==> src/rtl/cla_seq_pkg.sv <==
// Shared definitions for the multi-word CLA sequencer: FSM state codes and their width.
package cla_seq_pkg;

    localparam int ST_W = 2;

    typedef enum logic [ST_W-1:0] {
        ST_IDLE = 2'd0,
        ST_RUN  = 2'd1,
        ST_DONE = 2'd2
    } state_t;

    function automatic int idx_width(input int words);
        return (words > 1) ? $clog2(words) : 1;
    endfunction

endpackage

==> src/rtl/cla_adder.sv <==
// Single WIDTH-bit carry-lookahead slice: generate/propagate terms feed the carry chain.
module cla_adder #(
    parameter int width = 4
) (
    input  logic [width-1:0] a,
    input  logic [width-1:0] b,
    input  logic             c_in,
    output logic [width-1:0] sum,
    output logic             c_out
);

    logic [width-1:0] g;
    logic [width-1:0] p;
    logic [width:0]   c;

    assign g = a & b;
    assign p = a ^ b;

    always_comb begin
        c    = '0;
        c[0] = c_in;
        for (int i = 0; i < width; i++) begin
            c[i+1] = g[i] | (p[i] & c[i]);
        end
    end

    assign sum   = p ^ c[width-1:0];
    assign c_out = c[width];

endmodule

==> src/rtl/cla_multiword_seq.sv <==
// Adds/subtracts two WIDTH*WORDS-bit operands over WORDS cycles through one shared
// cla_adder slice, LS slice first, carrying between cycles in a register.
module cla_multiword_seq
    import cla_seq_pkg::*;
#(
    parameter int WIDTH = 4,
    parameter int WORDS = 4
) (
    input  logic                   clk,
    input  logic                   rst_n,
    input  logic                   in_valid,
    output logic                   in_ready,
    input  logic [WIDTH*WORDS-1:0] a,
    input  logic [WIDTH*WORDS-1:0] b,
    input  logic                   sub,
    output logic                   out_valid,
    input  logic                   out_ready,
    output logic [WIDTH*WORDS-1:0] sum,
    output logic                   c_out,
    output logic                   ovf
);

    localparam int N     = WIDTH * WORDS;
    localparam int IDX_W = idx_width(WORDS);
    localparam logic [IDX_W-1:0] LAST = IDX_W'(WORDS - 1);

    state_t           state;
    logic [N-1:0]     a_reg;
    logic [N-1:0]     b_reg;
    logic             carry;
    logic [IDX_W-1:0] idx;
    logic [WIDTH-1:0] slice_sum;
    logic             slice_c;

    cla_adder #(.width(WIDTH)) u_slice (
        .a     (a_reg[idx*WIDTH +: WIDTH]),
        .b     (b_reg[idx*WIDTH +: WIDTH]),
        .c_in  (carry),
        .sum   (slice_sum),
        .c_out (slice_c)
    );

    always_ff @(posedge clk) begin
        if (!rst_n) begin
            state     <= ST_IDLE;
            in_ready  <= 1'b1;
            out_valid <= 1'b0;
            a_reg     <= '0;
            b_reg     <= '0;
            carry     <= 1'b0;
            idx       <= '0;
            sum       <= '0;
            c_out     <= 1'b0;
            ovf       <= 1'b0;
        end else begin
            case (state)
                ST_RUN: begin
                    sum[idx*WIDTH +: WIDTH] <= slice_sum;
                    carry                   <= slice_c;
                    if (idx == LAST) begin
                        c_out     <= slice_c;
                        // Overflow judged against the effective B, so subtraction needs no special case
                        ovf       <= (a_reg[N-1] == b_reg[N-1]) && (slice_sum[WIDTH-1] != a_reg[N-1]);
                        out_valid <= 1'b1;
                        state     <= ST_DONE;
                    end else begin
                        idx <= idx + 1'b1;
                    end
                end
                ST_DONE: begin
                    if (out_ready) begin
                        out_valid <= 1'b0;
                        in_ready  <= 1'b1;
                        state     <= ST_IDLE;
                    end
                end
                default: begin
                    // Unused code 2'd3 behaves as IDLE
                    out_valid <= 1'b0;
                    if (in_valid) begin
                        a_reg    <= a;
                        b_reg    <= sub ? ~b : b;
                        carry    <= sub;
                        idx      <= '0;
                        sum      <= '0;
                        in_ready <= 1'b0;
                        state    <= ST_RUN;
                    end else begin
                        in_ready <= 1'b1;
                        state    <= ST_IDLE;
                    end
                end
            endcase
        end
    end

endmodule
==> config.mk <==
export PLATFORM = sky130hd
export DESIGN_NAME = cla_multiword_seq
export DESIGN_NICKNAME = d
export VERILOG_FILES = /design/src/rtl/cla_seq_pkg.sv /design/src/rtl/cla_adder.sv /design/src/rtl/cla_multiword_seq.sv
export SDC_FILE = /design/constraint.sdc
export NUM_CORES = 1
export LEC_CHECK = 0
export CAP_MARGIN = 20
export CORE_UTILIZATION = 52
export CTS_CLUSTER_DIAMETER = 120
export DETAILED_ROUTE_END_ITERATION = 10
export GPL_TIMING_DRIVEN = 0
export PLACE_DENSITY = 0.8
export SLEW_MARGIN = 40
export SYNTH_ARGS = -nofsm -noshare
export SYNTH_HDL_FRONTEND = slang
export SYNTH_SLANG_ARGS = --single-unit
==> constraint.sdc <==
create_clock -name clk -period 4 [get_ports clk]
set_input_delay 0.8 -clock clk [delete_from_list [all_inputs] [get_ports clk]]
set_output_delay 0.8 -clock clk [all_outputs]
set_load 0.02 [all_outputs]
Word-level counts from Yosys, hierarchy flattened
Cells that the tools add are included.

operators by class
  add/sub/neg operators = 2
  equality and inequality tests = 8
  shifts and indexed selects = 4
  mux-type cells = 19
  bitwise operators = 15
  reductions and logical operators = 9

operators with widths
  operator                                                                 count
  4-bit negation with 34-bit output                                        1
  4-bit by 34-bit variable shift with 16-bit output, first input constant  1
  4-bit by 34-bit variable part select with 16-bit output                  1
  16-bit 2-to-1 mux                                                        2
  16-bit one-hot mux with 2 select lines                                   1
  16-bit by 5-bit variable part select with 4-bit output                   2
  16-bit bitwise mux                                                       1
  16-bit inverter                                                          1
  2-bit AND reduction                                                      5
  2-bit 2-to-1 mux                                                         4
  2-bit one-hot mux with 2 select lines                                    2
  4-bit bitwise XOR                                                        2
  1-bit 2-to-1 mux                                                         6
  2-bit != test, second input constant                                     3
  1-bit one-hot mux with 2 select lines                                    3
  1-bit bitwise AND                                                        4
  4-bit bitwise AND                                                        1
  2-bit equality test, second input constant                               2
  1-bit OR                                                                 4
  1-bit inverter                                                           3
  3-bit AND reduction                                                      1
  2-bit by 1-bit adder with 2-bit output, second input constant            1
  2-bit by 1-bit equality test with 1-bit output, second input constant    1
  2-bit nonzero test                                                       1
  other kinds (4)                                                          4

word-level totals
  register bits = 57
  input port bits = 37

Logic depth before layout (Yosys ltp)
Gate-level depths: netlist (run 1).

  depth after elaboration = 12
  mapped depth = 12
  mapped depth without buffers = 10

Hierarchy
From an unflattened synthesis (run 1), not the netlist that was laid out.

second synthesis, totals
  cell total of the unflattened synthesis = 312
  area, all modules = 2798.9 sq um

by module, submodules not included
  module             times used  cells each  area each (sq um)  sequential area each (sq um)
  cla_multiword_seq  1           298         2681.3             1121.1
  cla_adder          1           14          117.6              0.0

Worst setup path before layout (run 1)
OpenSTA, ideal clock, no wires.

  path type = flip-flop to flip-flop
  start = reg idx[0]
  end = reg ovf
  setup time = 125 ps
  arrival = 2920 ps
  required time = 3875 ps
  setup slack = 955 ps
  cell stages (with the launch flop) = 13
  clock period less this slack = 3045 ps
  cell sequence = dfxtp_1 buf_6 buf_6 mux4_2 fa_1 inv_1 fa_1 fa_1 inv_1 fa_1 nor2b_1 a221oi_1 nor3_1

between the ends
  cells in the longest elaborated chain, start to end = 11
  elaborated cells between the ends (all ways) = 15
  those cells by class = 2 x eq/ne; 2 x shift; 9 x bitwise; 2 x reduce/logical

ends and longest elaborated chain
  element                                                                    line                                              RTL
  start, declared                                                            cla_multiword_seq.sv:31                           logic [IDX_W-1:0] idx;
  start signal, assigned                                                     cla_multiword_seq.sv:67                           idx <= idx + 1'b1;
  16-bit by 5-bit variable part select with 4-bit output (on tied branches)  cla_multiword_seq.sv:36, cla_multiword_seq.sv:37
  4-bit bitwise XOR                                                          cla_adder.sv:17                                   assign p = a ^ b;
  1-bit bitwise AND                                                          cla_adder.sv:23                                   c[i+1] = g[i] | (p[i] & c[i]);
  1-bit OR                                                                   cla_adder.sv:23
  1-bit bitwise AND                                                          cla_adder.sv:23
  1-bit OR                                                                   cla_adder.sv:23
  1-bit bitwise AND                                                          cla_adder.sv:23
  1-bit OR                                                                   cla_adder.sv:23
  4-bit bitwise XOR                                                          cla_adder.sv:27                                   assign sum = p ^ c[width-1:0];
  1-bit != test                                                              cla_multiword_seq.sv:63                           ovf <= (a_reg[N-1] == b_reg[N-1]) && (slice_sum[WIDTH-1] != a_reg[N-1]);
  1-bit logical AND                                                          cla_multiword_seq.sv:63
  end signal, assigned                                                       cla_multiword_seq.sv:63
  end, declared                                                              cla_multiword_seq.sv:20                           output logic ovf

Several ways; a longest one is shown, not always the timed one.
A chain may end at the register's enable or synchronous reset.

Worst setup path after layout (run 1)
Ends and elaborated chain as after synthesis.

==> results of run 1 <==
-- final timing paths --
check	start	cells after the start	end	slack, ns
worst max-delay path	idx[0]$_SDFFE_PN0P_	12	ovf$_SDFFE_PN0P_	0.59
worst min-delay path	a_reg[5]$_SDFFE_PN0P_	2	a_reg[5]$_SDFFE_PN0P_	0.46
worst max register to register	idx[0]$_SDFFE_PN0P_	12	ovf$_SDFFE_PN0P_	0.59
worst min register to register	a_reg[5]$_SDFFE_PN0P_	2	a_reg[5]$_SDFFE_PN0P_	0.46
-- worst max-delay path: cells and delay by family (launching register included) --
family,cells,cell delay (ns)
buffers and inverters,4,0.48
AOI/OAI and AO/OA,1,0.30
and+or+nand+nor,2,0.16
muxes,1,0.54
DFF,1,0.42
adders and majority gates,4,1.40
-- per-layer routing --
metal | wire length [um] | share of wire, % | up-vias | track usage [%]
met5 | 0 | 0 | - | 0
met4 | 81 | 1.3 | 0 | 6.792
met3 | 225 | 3.6 | 9 | 3.059
met2 | 3228 | 52 | 52 | 40.09
met1 | 2710 | 43 | 1110 | 26.97
li1 | - | - | 1164 | -
-- cell families after synthesis --
logic type               after synthesis
XOR/XNOR                              16
adder cells (fa/ha/maj)               11
AO/OA/AOI/OAI                         51
multiplexers                          24
buffers and inverters                 37
flip-flops                            56
AND/OR/NAND/NOR                      112
-- final cells by class --
cell class / count / area share [%]
multi-input cells: 214 / 43.82
flip-flops and latches: 56 / 30.53
repair buffers: 54 / 14.72
plain buffers: 24 / 5.043
well taps: 72 / 2.453
clock buffers: 6 / 1.976
inverters: 13 / 1.329
clock inverters: 1 / 0.1363
-- power by group through the flow --
stage | logic, mW | registers (mW) | clock network, mW
floorplan | 0.172 | 0.613 | 0
global placement | 0.246 | 0.616 | 0
detailed placement | 0.251 | 0.617 | 0
CTS | 0.252 | 0.604 | 0.294
global route | 0.272 | 0.607 | 0.317
finish | 0.251 | 0.604 | 0.296
-- metrics by stage --
stage               utilization (%)  worst slack [ns]  hold WS [ns]
floorplan                         -            0.9553        0.4331
global placement              65.28            0.6622        0.4416
detailed placement            65.28            0.6041        0.4460
CTS                           66.69            0.6002        0.4613
global route                  66.69            0.4712        0.4815
finish                        66.69            0.5948        0.4580
-- synthesized netlist by cell type (2+ instances only) --
library cell  instances
nand2b_1              2
inv_1                13
and2_4                2
mux4_1                2
ha_1                  7
a21oi_4               4
mux4_2                6
buf_4                 6
a21oi_1              22
dfxtp_1              56
clkbuf_1              5
nand4_1               6
nand3_1              12
nor2_1               21
nand2_1              58
a211oi_2             16
fa_1                  4
xnor2_1              16
mux2i_1              16
buf_2                 6
buf_6                 5
nor2b_1               5
==> summary.txt, run 1 <==
Synthesis
  – Biggest area consumer among synthesized cells: dfxtp_1
  – Post-synth EDFFs: 0
  – Multiplexer area fraction after synthesis: a little under an eighth
  – Seq/Total Area, Yosys: 37.82%
  – Asr flop ratio synth: 0%
  – #FFs+latches synth: 56
  – Post-Synth Adder-Cell Area: between 5 and 6%
  – Top_reg_cell synth: dfxtp_1
  – Syn Nets: about 360
  – Netlist Area Pre-Place: 0.002964 mm^2
  – Synth Area in Compound Gates: roughly 15%
  – Number of library cell types mapped by synthesis: 39
  – Synth Instances: around 310
  – Synthesized-area fraction occupied by and/or/nand/nor cells: 17.18%
  – Synth top area cells: dfxtp_1 38%, nand2_1 7.3%, a211oi_2 6.8%
  – Top-area cell type share of the netlist area: 37.82%
  – Synthesis Warnings: 0
  – Mean Syn Cell Area: 9.655 um^2
  – Synth Area in XOR/XNOR: 4.728%
  – Main combinational cell family by area after synthesis: simple AND/OR/NAND/NOR gates

Routing
  – Via count: 2,335
  – Routed WL: between 6 and 7 mm
  – Post-route ant nets: 0
  – Initial DRT Pass Iterations: 4
  – Drt wl/cell: between 10 and 15 um
  – Post-route DRC: 0
  – Initial drt markers: between 100 and 150
  – Vias per cell: 5.307

Power
  – Pwr dens: 313.6 mW/mm^2
  – Peak supply drop: ~0.19 mV
  – Internal power: just over 0.8 mW
  – Clk pwr share: between 20% and 30%
  – Leakage power: about 1.3 nW
  – Total power: ~1.2 mW
  – Sw Ratio: about 28%
  – Comb pwr share: 21.8%
  – Reg power frac: between 50% and 60%
  – Psw: roughly 0.32 mW

Clock network
  – # H-tree levels: 2
  – # resized after CTS: 0
  – Clock Tree Root: clkbuf_8
  – Post-CTS Hold Fix Bufs: 0
  – CTS clk-pin slew, worst paths: approximately 0.09 ns
  – # clock sinks: between 50 and 60
  – CTS tree: yes
  – CTS Buf Count: 5
  – Max Root-Sink Buffers: 2
  – Worst-Skew Late Latency: 0.30 ns
  – Post-CTS Setup Bufs: 0

Floorplan
  – IO Pins: 57
  – Initial Util: a little over half
  – Die ar.: around 0.0060 mm^2
  – Die Height: ~78 um
  – Die Wd: 77.50 um
  – Core Region: between 0.005 and 0.006 mm^2
  – Num rows: 27

Worst setup path
  – Most frequent CP cell: fa_1
  – Startpoint Class: register
  – Critical-path top delay cell: fa_1
  – CP max FO: 10
  – CP required: approximately 4.2 ns
  – Largest stage delay, worst path: about 0.66 ns
  – Cell Chain, Critical Path: buf_6 > buf_6 > mux4_2 > fa_1 > inv_1 > fa_1 > fa_1 > inv_1 > fa_1 > nor2b_1 > a221oi_1 > nor3_1
  – CP endpoint kind: register
  – Kind of critical path: register to register
  – CP arrival: roughly 3.6 ns

Cells and area
  – Most common cell after layout, fill and taps aside: nand2_1
  – Layout cell share with drive strength beyond 1: approximately 15%
  – Most frequent cells in the layout: 58 x nand2_1, 56 x dfxtp_1, 54 x clkdlybuf4s50_1
  – Final cell count without fillers: between 400 and 500
  – Fillers: approximately 470
  – Area growth, synth to finish: 23.89%
  – Fin area: ~0.0037 mm^2
  – Final layout net count: about 420
  – Diode count: 0
  – Register area: between 0.001 and 0.0015 mm^2
  – Multi-input logic area: roughly 0.0016 mm^2

STA
  – Setup violators final: 0
  – Setup_tns: 0 ns
  – Worst-margin pin slew: between 0.4 and 0.5 ns
  – Slew headroom: between 60% and 70%
  – Post-route minimum period: about 3.4 ns
  – Hold Fails Final Rpt: 0
  – Fmax: approximately 300 MHz
  – RSZ-0062 raised after global routing: false
  – Worst clock skew: between 0.003 and 0.004 ns
  – Final period utilization: a little under nine tenths
  – Slew Limit Fails: 0

Place
  – HPWL Detailed: roughly 4.7 mm
  – Port Buffers: 54
  – Inst Count DP: approximately 430
  – Placed cell area: 0.003595 mm^2
  – Placer Congestion: slightly above 0.8

GRT
  – Total gr overflow: 0
  – Vias in the first global route: roughly 2,300
  – GRT Overall Usage: ~22%
  – Pin count of the biggest net entering global routing: 16
  – Global-route wire length before repair: 10.53 mm
  – Initial antenna violation count: 0

Worst hold path
  – Hold Path Class: register to register

Job
  – MaxCap Viol Count: 0

Status
  – Outcome: complete, no violations
(Power assumes the default switching activity.)
==> run 2: changes to the inputs <==
- SLEW_MARGIN: 40 -> not set
==> results of run 2 <==
Final layout, timing and power as in run 1 (identical DEF).
==> run 3: changes to the inputs <==
- CORE_UTILIZATION: 52 -> 54
- CTS_BUF_LIST: not set -> sky130_fd_sc_hd__clkbuf_4
- PLACE_DENSITY: 0.8 -> 0.83
==> summary.txt, run 3 (synthesis gave the netlist of run 1 again) <==
STA
  – Post-route minimum period: 3.394 ns (-0.01142 ns)
  – Worst clock skew: 0.01654 ns (+0.01353 ns)
  – Fmax: 294.7 MHz (+0.34%)
  – Final period utilization: 84.84% (-0.29 points)
  – WHS: 0.4658 ns (+0.007806 ns)
  – Hold Fails Final Rpt: 0 (unchanged)
  – Setup violators final: 0 (unchanged)
  – Worst-margin pin slew: 0.4574 ns (-0.01407 ns)
  – Setup_tns: 0 ns (unchanged)
  – RSZ-0062 raised after global routing: false
  – Slew headroom: 69.51% (+0.94 points)
  – Slew Limit Fails: 0 (unchanged)

Worst setup path
  – CP required: 4.27 ns (+0.08 ns)
  – Reg2reg end: ovf$_SDFFE_PN0P_
  – CP max FO: 10 (unchanged)
  – Worst reg2reg path depth: 12 (unchanged)
  – R2R Setup Slk: 0.61 ns (about the same)
  – CP endpoint kind: register
  – Reg-to-Reg Start: idx[0]$_SDFFE_PN0P_
  – Kind of critical path: register to register
  – Startpoint Class: register
  – CP arrival: 3.67 ns (+0.07 ns)

Cells and area
  – Fillers: 424 (-9.2%)
  – Most frequent cells in the layout: 58 x nand2_1, 56 x dfxtp_1, 54 x clkdlybuf4s50_1
  – Area growth, synth to finish: 24.02%
  – Final layout net count: 416 (unchanged)
  – Layout cell share with drive strength beyond 1: 15.45% (+0.50 points)
  – Diode count: 0 (unchanged)
  – Fin area: 0.003676 mm^2 (+0.10%)
  – Most common cell after layout, fill and taps aside: nand2_1

Power
  – Pwr dens: 319.5 mW/mm^2 (+1.9%)
  – Leakage power: 1.345 nW (about the same)
  – Peak supply drop: 0.3200 mV (+69%)
  – Total power: 1.175 mW (+2.0%)

Clock network
  – CTS Buf Count: 5 (unchanged)
  – # resized after CTS: 0 (unchanged)
  – # H-tree levels: 2 (unchanged)
  – Worst-Skew Late Latency: 0.38 ns (+0.08 ns)
  – Post-CTS Setup Bufs: 0 (unchanged)
  – CTS clk-pin slew, worst paths: 0.17 ns (+0.08 ns)
  – # clock sinks: 56 (unchanged)
  – CTS tree: yes
  – Max Root-Sink Buffers: 2 (unchanged)
  – Clock Tree Root: clkbuf_4
  – Post-CTS Hold Fix Bufs: 0 (unchanged)

Floorplan
  – Die Height: 76.09 um (-1.8%)
  – IO Pins: 57 (unchanged)
  – Core Region: 0.005205 mm^2 (-5.5%)
  – Die Wd: 76.09 um (-1.8%)
  – Initial Util: 56.95% (+3.1 points)
  – Num rows: 26 (-3.7%)
  – Die ar.: 0.005790 mm^2 (-3.6%)

Routing
  – Via count: 2,342 (+0.30%)
  – Initial DRT Pass Iterations: 4 (unchanged)
  – Post-route ant nets: 0 (unchanged)
  – Initial drt markers: 110 (-7.6%)
  – Post-route DRC: 0 (unchanged)
  – Drt wl/cell: 14.41 um (+1.5%)
  – Vias per cell: 5.335 (+0.53%)
  – Routed WL: 6.325 mm (+1.3%)

GRT
  – Total gr overflow: 0 (unchanged)
  – GRT Overall Usage: 23.56% (+1.4 points)
  – Global-route wire length before repair: 11.01 mm (+4.5%)
  – Pin count of the biggest net entering global routing: 19 (+3)
  – Vias in the first global route: 2,388 (+4.7%)
  – Initial antenna violation count: 0 (unchanged)

Place
  – Placer Congestion: 0.8045 (-1.7%)
  – Placed cell area: 0.003592 mm^2 (about the same)
  – Port Buffers: 54 (unchanged)
  – HPWL Detailed: 4.797 mm (+1.5%)

Worst hold path
  – Worst Hold Path EP: a_reg[7]$_SDFFE_PN0P_
  – Worst Hold Launch: a_reg[7]$_SDFFE_PN0P_
  – Hold depth: 2 (unchanged)
  – Hold Path Class: register to register

Status
  – Outcome: complete, no violations

Job
  – MaxCap Viol Count: 0 (unchanged)
==> run 3: per-stage QoR <==
step                cells  util [%]  setup slack (ns)
global route          439     70.63            0.3894
global placement      431     69.01            0.6903
finish                439     70.63            0.6062
detailed placement    431     69.01            0.6180
CTS                   439     70.63            0.5929
floorplan             307         -            0.9553
==> run 3: power by group <==
| group | switching (mW) | internal [mW] | leakage (nW) | total [mW] |
|---|---|---|---|---|
| Combinational | 0.126 | 0.126 | 0.844 | 0.252 |
| Clock | 0.183 | 0.134 | 0.0418 | 0.317 |
| Sequential | 0.0177 | 0.587 | 0.459 | 0.605 |
==> run 3: critical path: stages (launching register included) <==
cell and delay, ns:
dfxtp_1 0.44, buf_6 0.17, buf_6 0.16, mux4_2 0.52, fa_1 0.39, inv_1 0.07, fa_1 0.17, fa_1 0.17
inv_1 0.05, fa_1 0.66, nor2b_1 0.09, a221oi_1 0.30, nor3_1 0.08
==> run 3: layout make-up <==
class,instances,area (um^2),area share [%]
tap,70,87.58,2.383
timing repair buffer,54,540.5,14.70
clock buffer,5,37.54,1.021
clock inverter,3,46.29,1.259
inverter,13,48.80,1.327
multi-input combinational,214,1609,43.77
sequential,56,1121,30.50
buffer,24,185.2,5.037
==> run 3: worst max-delay path by stage <==
stage	from	slack [ns]	end	cells past startpoint
4_1_cts	idx[0]$_SDFFE_PN0P_	0.59	ovf$_SDFFE_PN0P_	12
2_1_floorplan	idx[0]$_SDFFE_PN0P_	0.96	ovf$_SDFFE_PN0P_	12
3_3_place_gp	idx[0]$_SDFFE_PN0P_	0.69	ovf$_SDFFE_PN0P_	12
3_5_place_dp	idx[0]$_SDFFE_PN0P_	0.62	ovf$_SDFFE_PN0P_	12
5_1_grt	idx[0]$_SDFFE_PN0P_	0.39	ovf$_SDFFE_PN0P_	12
6_report	idx[0]$_SDFFE_PN0P_	0.61	ovf$_SDFFE_PN0P_	12
==> run 3: routing by layer <==
| layer | global-route usage [%] | wire length [um] | vias up |
|---|---|---|---|
| li1 | - | - | 1164 |
| met3 | 4.551 | 188 | 13 |
| met1 | 28.01 | 2788 | 1111 |
| met4 | 5.769 | 140 | 0 |
| met5 | 0 | 0 | - |
| met2 | 43.45 | 3208 | 54 |
